$ cat config.mk
export PLATFORM = sky130hd
export DESIGN_NAME = link_ddr_downstream_rx_ch_flat
export DESIGN_NICKNAME = d
export VERILOG_FILES = /design/src/rtl/link_ddr_downstream_rx_ch_if.sv /design/src/rtl/link_ddr_downstream_rx_ch.sv /design/src/flat_wrapper.sv
export SDC_FILE = /design/constraint.sdc
export NUM_CORES = 1
export LEC_CHECK = 0
export ABC_AREA = 1
export CAP_MARGIN = 20
export CORE_MARGIN = 2
export CORE_UTILIZATION = 43
export CTS_CLUSTER_DIAMETER = 100
export CTS_CLUSTER_SIZE = 8
export DETAILED_ROUTE_END_ITERATION = 10
export PLACE_DENSITY_LB_ADDON = 0.15
export RECOVER_POWER = 25
export SLEW_MARGIN = 20
export SYNTH_ARGS = -nofsm -noshare
export SYNTH_HDL_FRONTEND = slang
export SYNTH_SLANG_ARGS = --single-unit
$ cat constraint.sdc
create_clock -name clk -period 11.5 [get_ports clk]
set_input_delay 3.45 -clock clk [delete_from_list [all_inputs] [get_ports clk]]
set_output_delay 3.45 -clock clk [all_outputs]
set_load 0.03 [all_outputs]
$ cat src/rtl/link_ddr_downstream_rx_ch_if.sv
// Bus bundle for one downstream link channel: io beat input, core-side
// valid/yumi word port, token return and status flags.
interface link_ddr_downstream_rx_ch_if #(
    parameter int CH_W       = 8,
    parameter int BEATS      = 4,
    parameter int FIFO_DEPTH = 8
) ();
    localparam int WORD_W = CH_W * BEATS;
    localparam int CNT_W  = $clog2(FIFO_DEPTH + 1);

    logic              io_valid_i;
    logic [CH_W-1:0]   io_data_i;
    logic [WORD_W-1:0] core_data_o;
    logic              core_valid_o;
    logic              core_yumi_i;
    logic              token_clk_o;
    logic              token_o;
    logic [CNT_W-1:0]  count_o;
    logic              overflow_o;
    logic              proto_err_o;

    // Environment side: link beats in, core consume strobe in.
    modport master (
        output io_valid_i, io_data_i, core_yumi_i,
        input  core_data_o, core_valid_o, token_clk_o, token_o,
               count_o, overflow_o, proto_err_o
    );

    // Receiver side.
    modport slave (
        input  io_valid_i, io_data_i, core_yumi_i,
        output core_data_o, core_valid_o, token_clk_o, token_o,
               count_o, overflow_o, proto_err_o
    );
endinterface

$ cat src/rtl/link_ddr_downstream_rx_ch.sv
// Receive side of one link channel: assembles BEATS io beats into a word,
// buffers words in a FIFO for a valid/yumi consumer and returns one credit
// token to the upstream sender every TOKEN_DEC dequeued words.
// BEATS must be >= 2 (the final beat bypasses the partial-word register).
module link_ddr_downstream_rx_ch #(
    parameter int CH_W       = 8,
    parameter int BEATS      = 4,
    parameter int FIFO_DEPTH = 8,
    parameter int TOKEN_DEC  = 2
) (
    input logic clk,
    input logic rst,
    link_ddr_downstream_rx_ch_if.slave bus
);
    localparam int WORD_W = CH_W * BEATS;
    localparam int PART_W = WORD_W - CH_W;
    localparam int CNT_W  = $clog2(FIFO_DEPTH + 1);
    localparam int PTR_W  = $clog2(FIFO_DEPTH);
    localparam int BC_W   = (BEATS > 1) ? $clog2(BEATS) : 1;
    localparam int TC_W   = (TOKEN_DEC > 1) ? $clog2(TOKEN_DEC) : 1;

    logic [BC_W-1:0]   beat_cnt;
    logic [PART_W-1:0] part_q;
    logic [WORD_W-1:0] word_asm;
    logic              last_beat;

    logic [WORD_W-1:0] mem [FIFO_DEPTH];
    logic [PTR_W-1:0]  wptr, rptr;
    logic [CNT_W-1:0]  count;
    logic              not_empty, full, enq, deq;

    logic [TC_W-1:0]   tok_cnt;
    logic              tok_wrap;
    logic              token_q, token_clk_q;
    logic              overflow_q, proto_err_q;

    // Final beat is taken straight from the io bus so the word enqueues on
    // the same edge that accepts its last beat.
    assign last_beat = bus.io_valid_i && (beat_cnt == BC_W'(BEATS - 1));
    assign word_asm  = {bus.io_data_i, part_q};

    assign not_empty = (count != '0);
    assign full      = (count == CNT_W'(FIFO_DEPTH));
    assign deq       = bus.core_yumi_i && not_empty;
    // A full FIFO still accepts when the head leaves on the same edge.
    assign enq       = last_beat && (!full || deq);
    assign tok_wrap  = deq && (tok_cnt == TC_W'(TOKEN_DEC - 1));

    // Beat counter and partial-word capture; idle cycles hold state.
    always_ff @(posedge clk) begin
        if (rst) begin
            beat_cnt <= '0;
            part_q   <= '0;
        end else if (bus.io_valid_i) begin
            beat_cnt <= last_beat ? '0 : beat_cnt + BC_W'(1);
            for (int k = 0; k < BEATS - 1; k++)
                if (beat_cnt == BC_W'(k))
                    part_q[k*CH_W +: CH_W] <= bus.io_data_i;
        end
    end

    // Word storage; contents are don't-care until the pointers cover them.
    always_ff @(posedge clk) begin
        if (enq)
            mem[wptr] <= word_asm;
    end

    // FIFO pointers and occupancy.
    always_ff @(posedge clk) begin
        if (rst) begin
            wptr  <= '0;
            rptr  <= '0;
            count <= '0;
        end else begin
            if (enq) wptr <= wptr + PTR_W'(1);
            if (deq) rptr <= rptr + PTR_W'(1);
            case ({enq, deq})
                2'b10:   count <= count + CNT_W'(1);
                2'b01:   count <= count - CNT_W'(1);
                default: count <= count;
            endcase
        end
    end

    // Sticky error flags: dropped word, yumi while empty.
    always_ff @(posedge clk) begin
        if (rst) begin
            overflow_q  <= 1'b0;
            proto_err_q <= 1'b0;
        end else begin
            if (last_beat && !enq)                  overflow_q  <= 1'b1;
            if (bus.core_yumi_i && !not_empty)      proto_err_q <= 1'b1;
        end
    end

    // Credit return: one token per TOKEN_DEC accepted dequeues.
    always_ff @(posedge clk) begin
        if (rst) begin
            tok_cnt     <= '0;
            token_q     <= 1'b0;
            token_clk_q <= 1'b0;
        end else begin
            if (deq) tok_cnt <= tok_wrap ? '0 : tok_cnt + TC_W'(1);
            token_q     <= tok_wrap;
            token_clk_q <= token_clk_q ^ tok_wrap;
        end
    end

    assign bus.core_valid_o = not_empty;
    assign bus.core_data_o  = not_empty ? mem[rptr] : '0;
    assign bus.count_o      = count;
    assign bus.overflow_o   = overflow_q;
    assign bus.proto_err_o  = proto_err_q;
    assign bus.token_o      = token_q;
    assign bus.token_clk_o  = token_clk_q;
endmodule

$ cat src/flat_wrapper.sv
// flat-port wrapper written by rule: the top's interface ports become plain ports
module link_ddr_downstream_rx_ch_flat 
#(
    parameter int CH_W       = 8,
    parameter int BEATS      = 4,
    parameter int FIFO_DEPTH = 8,
    parameter int TOKEN_DEC  = 2
)
  (clk, rst, bus_io_valid_i, bus_io_data_i, bus_core_yumi_i, bus_core_data_o, bus_core_valid_o, bus_token_clk_o, bus_token_o, bus_count_o, bus_overflow_o, bus_proto_err_o);
  link_ddr_downstream_rx_ch_if #(.CH_W(CH_W), .BEATS(BEATS), .FIFO_DEPTH(FIFO_DEPTH)) bus_i ();
  input logic clk;
  input logic rst;
  input wire logic [$bits(bus_i.io_valid_i)-1:0] bus_io_valid_i;
  input wire logic [$bits(bus_i.io_data_i)-1:0] bus_io_data_i;
  input wire logic [$bits(bus_i.core_yumi_i)-1:0] bus_core_yumi_i;
  output wire logic [$bits(bus_i.core_data_o)-1:0] bus_core_data_o;
  output wire logic [$bits(bus_i.core_valid_o)-1:0] bus_core_valid_o;
  output wire logic [$bits(bus_i.token_clk_o)-1:0] bus_token_clk_o;
  output wire logic [$bits(bus_i.token_o)-1:0] bus_token_o;
  output wire logic [$bits(bus_i.count_o)-1:0] bus_count_o;
  output wire logic [$bits(bus_i.overflow_o)-1:0] bus_overflow_o;
  output wire logic [$bits(bus_i.proto_err_o)-1:0] bus_proto_err_o;
  assign bus_i.io_valid_i = bus_io_valid_i;
  assign bus_i.io_data_i = bus_io_data_i;
  assign bus_i.core_yumi_i = bus_core_yumi_i;
  assign bus_core_data_o = bus_i.core_data_o;
  assign bus_core_valid_o = bus_i.core_valid_o;
  assign bus_token_clk_o = bus_i.token_clk_o;
  assign bus_token_o = bus_i.token_o;
  assign bus_count_o = bus_i.count_o;
  assign bus_overflow_o = bus_i.overflow_o;
  assign bus_proto_err_o = bus_i.proto_err_o;
  link_ddr_downstream_rx_ch #(.CH_W(CH_W), .BEATS(BEATS), .FIFO_DEPTH(FIFO_DEPTH), .TOKEN_DEC(TOKEN_DEC)) u_core (.clk(clk), .rst(rst), .bus(bus_i));
endmodule
==> out/summary.txt, run 1 <==
Mapped Nets: 1,011
Die Width: 170 microns
CTS resizes: 0
Total power: 3.51 mW
Starting DRT DRC Count: 539
Yosys top cell area share: 65.0%
Drt drc: 0
Total negative slack: 0 ps
Worst Skew: 13.1 ps
Vias per inst: 5.27
Sw Ratio: 33.7%
DR pass1 iterations: 5
Unique cell type count in the Yosys netlist: 25
Yosys warning total: 0
Crit-path cells: clkinv_2, buf_4, o21ai_0, o22ai_1, nor2_1, nor2_1, clkdlybuf4s50_1
GR Overflow Total: 0
Slew of the pin with the lowest slew margin: 1090 ps
Critical Path End Type: output pin
Finish-stage setup viols: 0
Port-buffer cells: 52
Overall Global Routing Usage: 18.9%
Reg power frac: 35.7%
Clock tree buffer depth: 3
Post-synth EDFFs: 256
I/O pins: 53
Post-detail-place hpwl: 13,200 microns
Worst EP required: 8050 ps
Worst relative slew slack: 27.6%
FMAX: 0.142 GHz
Fillers: 2,327
Vias in the first global route: 7,289
H-tree depth: 2
Largest net degree at the start of global routing: 100
WS Path Type: register to output pin
Unrepaired setup endpoints after global routing: false
Leak: 4.81 nW
Clock transition at path regs: 50 ps
Tmin final: 7060 ps
Die Area: 0.0288 sq mm
Die span in y: 170 microns
Mapped Cells: 990
Net switching power: 1.18 mW
Number of buffers and inverters on the critical path: 3
Number of synthesized register bits: 300
Top_reg_cell synth: edfxtp_1
Vias post-DR: 7,490
Post-Route WL: 26,700 microns
Largest stage delay on the critical path: 740 ps
Combinational share of power: 31.0%
Top cell type by total area after synthesis: edfxtp_1
Diode count: 0
RePlAce Congestion: 0.733
Critical path arrival: 3610 ps
Seq/Total Area, Yosys: 72.5%
WL per Instance: 18.8 microns
Final #Nets: 1,068
CTS tree: built
Synthesized area: 0.0118 sq mm
Rows: 60
Util after Layout: 51.6%
Initial Utilization: 43.9%
Max VDD drop: 0.000180 V
Root Buffer: clkbuf_16
# Post-CTS Setup Buffers: 0
CTS Buf Count: 43
Proportion of layout cells with a drive suffix above 1: 7.04%
R2R depth: 5
Top post-synthesis cells by area: edfxtp_1 65%, nor2_1 9.2%, dfxtp_1 7.5%
Final worst path period share: 61.4%
Routed Antenna Nets: 0
Skew-Pair Late Insertion Delay: 520 ps
CTS Hold Bufs: 0
Sink Count: 300
Synth top cells by count: 289 x nor2_1, 256 x edfxtp_1, 151 x o21ai_0
Antenna violations before repair: 0
Status: complete, no violations
Max cap viols: 0
First-pass GRT wire length: 41,400 microns
Avg Inst Size Synth: 11.9 sq um
Max-slew violations: 0
CP max stage cell: buf_4
Most used cell, CP: nor2_1
P&R area growth vs syn: 17.7%
Worst Setup Start Kind: register
Pint: 2.32 mW
CP Depth: 7
Pwr dens: 252 mW/mm^2
Core area: 0.0270 sq mm
Fin. Hold Viols: 0
Ys async rst share: 0%
Hold crit path type: register to register
Clock power share: 33.4%
Family with the most delay on the worst path: buffers and inverters
Hold path cells: 2
Critical-path maximum fanout: 76
Most numerous cell in the Yosys netlist: nor2_1
worst min-delay path, delay by kind of cell (launching register included):
| family | cells | cell delay (ps) |
|---|---|---|
| compound gates | 1 | 60 |
| flops | 1 | 300 |
| buf+inv | 1 | 50 |
logic make-up after synthesis:
logic type,synth area share [%]
flops,72.5
fa+ha+maj,0.953
simple gates,11.7
buf+inv,3.58
xor+xnor,0.222
compound gates,11.1
final timing paths:
check                                           start                  end  slack [ps]
worst max-delay path                         register  bus_core_data_o[24]        4440
worst min-delay path                   u_core.rptr[2]             register         450
worst max register to register  u_core.bus.count_o[0]     u_core.mem[3][8]        8930
worst min register to register         u_core.rptr[2]             register         450
placed cells by master (no fill, tap or decap), types with 12 or more instances in the layout:
cell type / netlist / layout
o22ai_1: 32 / 32
o21ai_0: 151 / 151
a21oi_1: 12 / 12
inv_1: 23 / 22
clkdlybuf4s50_1: 0 / 52
dfxtp_1: 44 / 41
nor2_1: 289 / 285
edfxtp_1: 256 / 256
clkbuf_16: 0 / 45
clkbuf_1: 21 / 31
nand2_1: 55 / 55
o211ai_1: 32 / 32
buf_4: 3 / 14
cell type report:
| class | instances | area, sq um | share of cell area [%] |
|---|---|---|---|
| Clock inverter | 1 | 30.0 | 0.216 |
| Multi-Input combinational cell | 610 | 2890 | 20.8 |
| Tap cell | 341 | 427 | 3.07 |
| Sequential cell | 300 | 8570 | 61.6 |
| Inverter | 25 | 95.1 | 0.683 |
| Clock buffer | 76 | 1240 | 8.93 |
| Timing Repair Buffer | 67 | 653 | 4.69 |
registers in the layout, summed over array words and instances (netlist names), named ones only:
name and flops:
u_core.bus.overflow_o 1, u_core.beat_cnt 2, u_core.bus.count_o 4, u_core.bus.proto_err_o 1
u_core.rptr 3, u_core.bus.token_clk_o 1, u_core.tok_cnt 1, u_core.part_q 24
u_core.bus.token_o 1, u_core.wptr 3, u_core.mem 256
power by group through the flow:
stage / combinational, mW / sequential, mW / clock [mW]
after floorplan: 0.737 / 1.27 / 0
after global placement: 1.09 / 1.27 / 0
after detailed placement: 1.09 / 1.27 / 0
after CTS: 1.10 / 1.25 / 1.19
after global routing: 1.20 / 1.25 / 1.24
final: 1.09 / 1.25 / 1.17
routing by layer:
| layer | vias to the layer above | GRT usage, % | part of all wire (%) | routed length, microns |
|---|---|---|---|---|
| met1 | 3656 | 25.8 | 46 | 12300 |
| met5 | - | 0 | 0 | 0 |
| met3 | 39 | 3.15 | 4.1 | 1100 |
| li1 | 3642 | - | - | - |
| met2 | 153 | 31.5 | 48 | 12800 |
| met4 | 0 | 5.24 | 1.8 | 479 |
metrics by stage:
| stage | instance area [sq um] | cells | hold WS (ps) | setup WS, ps |
|---|---|---|---|---|
| after floorplan | 11800 | 990 | 433 | 5040 |
| after global routing | 13900 | 1420 | 495 | 4160 |
| after CTS | 13900 | 1419 | 460 | 4420 |
| after global placement | 12600 | 1342 | 442 | 4980 |
| final | 13900 | 1420 | 454 | 4440 |
| after detailed placement | 12600 | 1342 | 451 | 4980 |
Note: power is estimated with default switching activity, not from simulation.
==> run 2: changes to the inputs <==
==> constraint.sdc (replaced) <==
create_clock -name clk -period 5.85 [get_ports clk]
set_input_delay 1.755 -clock clk [delete_from_list [all_inputs] [get_ports clk]]
set_output_delay 1.755 -clock clk [all_outputs]
set_load 0.03 [all_outputs]
==> out/summary.txt, run 2 (synthesis gave the netlist of run 1 again) <==
Worst relative slew slack: 28.4% (+0.80 points)
Diode count: 0 (unchanged)
CTS tree: built
Finish-stage setup viols: 0 (unchanged)
Overall Global Routing Usage: 19.3% (+0.38 points)
Worst Skew: 17.8 ps (+4.76 ps)
Worst EP required: 4090 ps (-3960 ps)
Family with the most delay on the worst path: buffers and inverters
Crit-path cells: buf_4, o21ai_0, o22ai_1, nor2_1, nor2_1, clkdlybuf4s50_1
Die Width: 170 microns (unchanged)
Most frequent cells in the layout: 285 x nor2_1, 256 x edfxtp_1, 151 x o21ai_0
Skew-Pair Late Insertion Delay: 520 ps (about the same)
CTS Buf Count: 43 (unchanged)
Clock transition at path regs: 50 ps (about the same)
Reg area: 0.00857 sq mm (unchanged)
Hold crit path type: register to register
Number of buffers and inverters on the critical path: 2 (-1)
WL per Instance: 19.2 microns (+2.1%)
Post-DP Area: 0.0127 sq mm (+0.56%)
Non-Filler Instances: 1,425 (+0.35%)
I/O pins: 53 (unchanged)
Max reg flops: 256 (unchanged)
FMAX: 0.206 GHz
H-tree depth: 2 (unchanged)
Die Area: 0.0288 sq mm (unchanged)
CP Depth: 6 (-1)
Pwr dens: 496 mW/mm^2 (+97%)
Clock tree buffer depth: 3 (unchanged)
CP max stage cell: buf_4
Design area: 0.0140 sq mm (+0.31%)
Status: complete, no violations
WS Path Type: register to output pin
Largest reg by FF count: u_core.mem
Slew of the pin with the lowest slew margin: 1070 ps (-12.0 ps)
Leak: 4.83 nW (+0.37%)
First-pass GRT wire length: 42,000 microns (+1.4%)
Unrepaired setup endpoints after global routing: false
# Post-CTS Setup Buffers: 0 (unchanged)
Rows: 60 (unchanged)
Max VDD drop: 0.000414 V (+130%)
Die span in y: 170 microns (unchanged)
CTS resizes: 0 (unchanged)
Hold path cells: 2 (unchanged)
Post-detail-place hpwl: 14,100 microns (+6.3%)
Vias in the first global route: 7,325 (+0.49%)
R2R depth: 14 (+9)
Worst Setup Start Kind: register
Post-Route WL: 27,300 microns (+2.4%)
Sink Count: 300 (unchanged)
GR Overflow Total: 0 (unchanged)
# placed instances: 1,348 (+0.45%)
Util after Layout: 51.8% (+0.16 points)
Fin. Hold Viols: 0 (unchanged)
P&R area growth vs syn: 18.1%
Critical-path maximum fanout: 96 (+26%)
Initial Utilization: 43.9% (unchanged)
Largest stage delay on the critical path: 810 ps (+70 ps)
Final worst path period share: 83.1%
Fillers: 2,338 (+0.47%)
Max-slew violations: 0 (unchanged)
CTS Hold Bufs: 0 (unchanged)
Antenna violations before repair: 0 (unchanged)
Worst hold margin: 453 ps (-0.960 ps)
Max cap viols: 0 (unchanged)
DR pass1 iterations: 4 (-1)
Area of the multi-input gates: 0.00288 sq mm (-0.43%)
Most used cell, CP: nor2_1
Root Buffer: clkbuf_16
Vias post-DR: 7,612 (+1.6%)
Total negative slack: 0 ps (unchanged)
Critical Path End Type: output pin
Proportion of layout cells with a drive suffix above 1: 7.47% (+0.43 points)
Tmin final: 4860 ps
Commonest non-fill, non-tap cell in the layout: nor2_1
Core area: 0.0270 sq mm (unchanged)
Drt drc: 0 (unchanged)
Largest net degree at the start of global routing: 97 (-3.0%)
Port-buffer cells: 52 (unchanged)
Critical path arrival: 3110 ps (-500 ps)
RePlAce Congestion: 0.740 (+0.97%)
Final #Nets: 1,073 (+0.47%)
Starting DRT DRC Count: 619 (+15%)
Routed Antenna Nets: 0 (unchanged)
Vias per inst: 5.34 (+1.3%)
## run 2: cell count changes in the layout (fill, tap and decap cells not counted), moves of 2 or more
cell,delta
buf_12,+3
buf_4,+3
nor3_2,+2
nor3_4,-2
## run 2: layout make-up
| class | instances | area share [%] |
|---|---|---|
| clock buffer | 76 | 8.90 |
| multi-input combinational | 610 | 20.6 |
| timing repair buffer | 72 | 5.07 |
| clock inverter | 1 | 0.215 |
| inverter | 25 | 0.681 |
| tap | 341 | 3.06 |
| sequential | 300 | 61.4 |
## run 2: worst reg2reg max path: cells and delay by family, from the launching register on
kind / cells / cell delay, ps
compound gates: 2 / 290
xor+xnor: 1 / 100
fa+ha+maj: 2 / 400
buf+inv: 5 / 890
flops: 1 / 380
simple gates: 4 / 370
## run 2: path summary, 6_finish.rpt
path / start / slack, ps / endpoint
min: u_core.bus.proto_err_o / 450 / u_core.bus.proto_err_o
max reg2reg: u_core.bus.count_o[2] / 3290 / u_core.bus.count_o[2]
max: register / 990 / bus_core_data_o[31]
min reg2reg: u_core.bus.proto_err_o / 450 / u_core.bus.proto_err_o
## run 2: per-layer routing
layer | GRT usage [%] | wire [microns] | up-vias
li1 | - | - | 3650
met1 | 26.7 | 12600 | 3757
met2 | 32.0 | 13000 | 166
met3 | 3.33 | 1290 | 39
met4 | 4.42 | 426 | 0
met5 | 0 | 0 | -
## run 2: metrics by stage
stage / worst slack [ps] / total power [mW]
after CTS: 964 / 7.00
after global placement: 1490 / 4.67
after floorplan: 1090 / 3.94
final: 990 / 6.93
after detailed placement: 1490 / 4.68
after global routing: 810 / 7.29
## run 2: report_power, final
part | switching, mW | total (mW) | internal [mW]
combinational | 1.43 | 2.17 | 0.736
sequential | 0.0620 | 2.44 | 2.38
clock | 0.856 | 2.32 | 1.46
total | 2.35 | 6.93 | 4.58
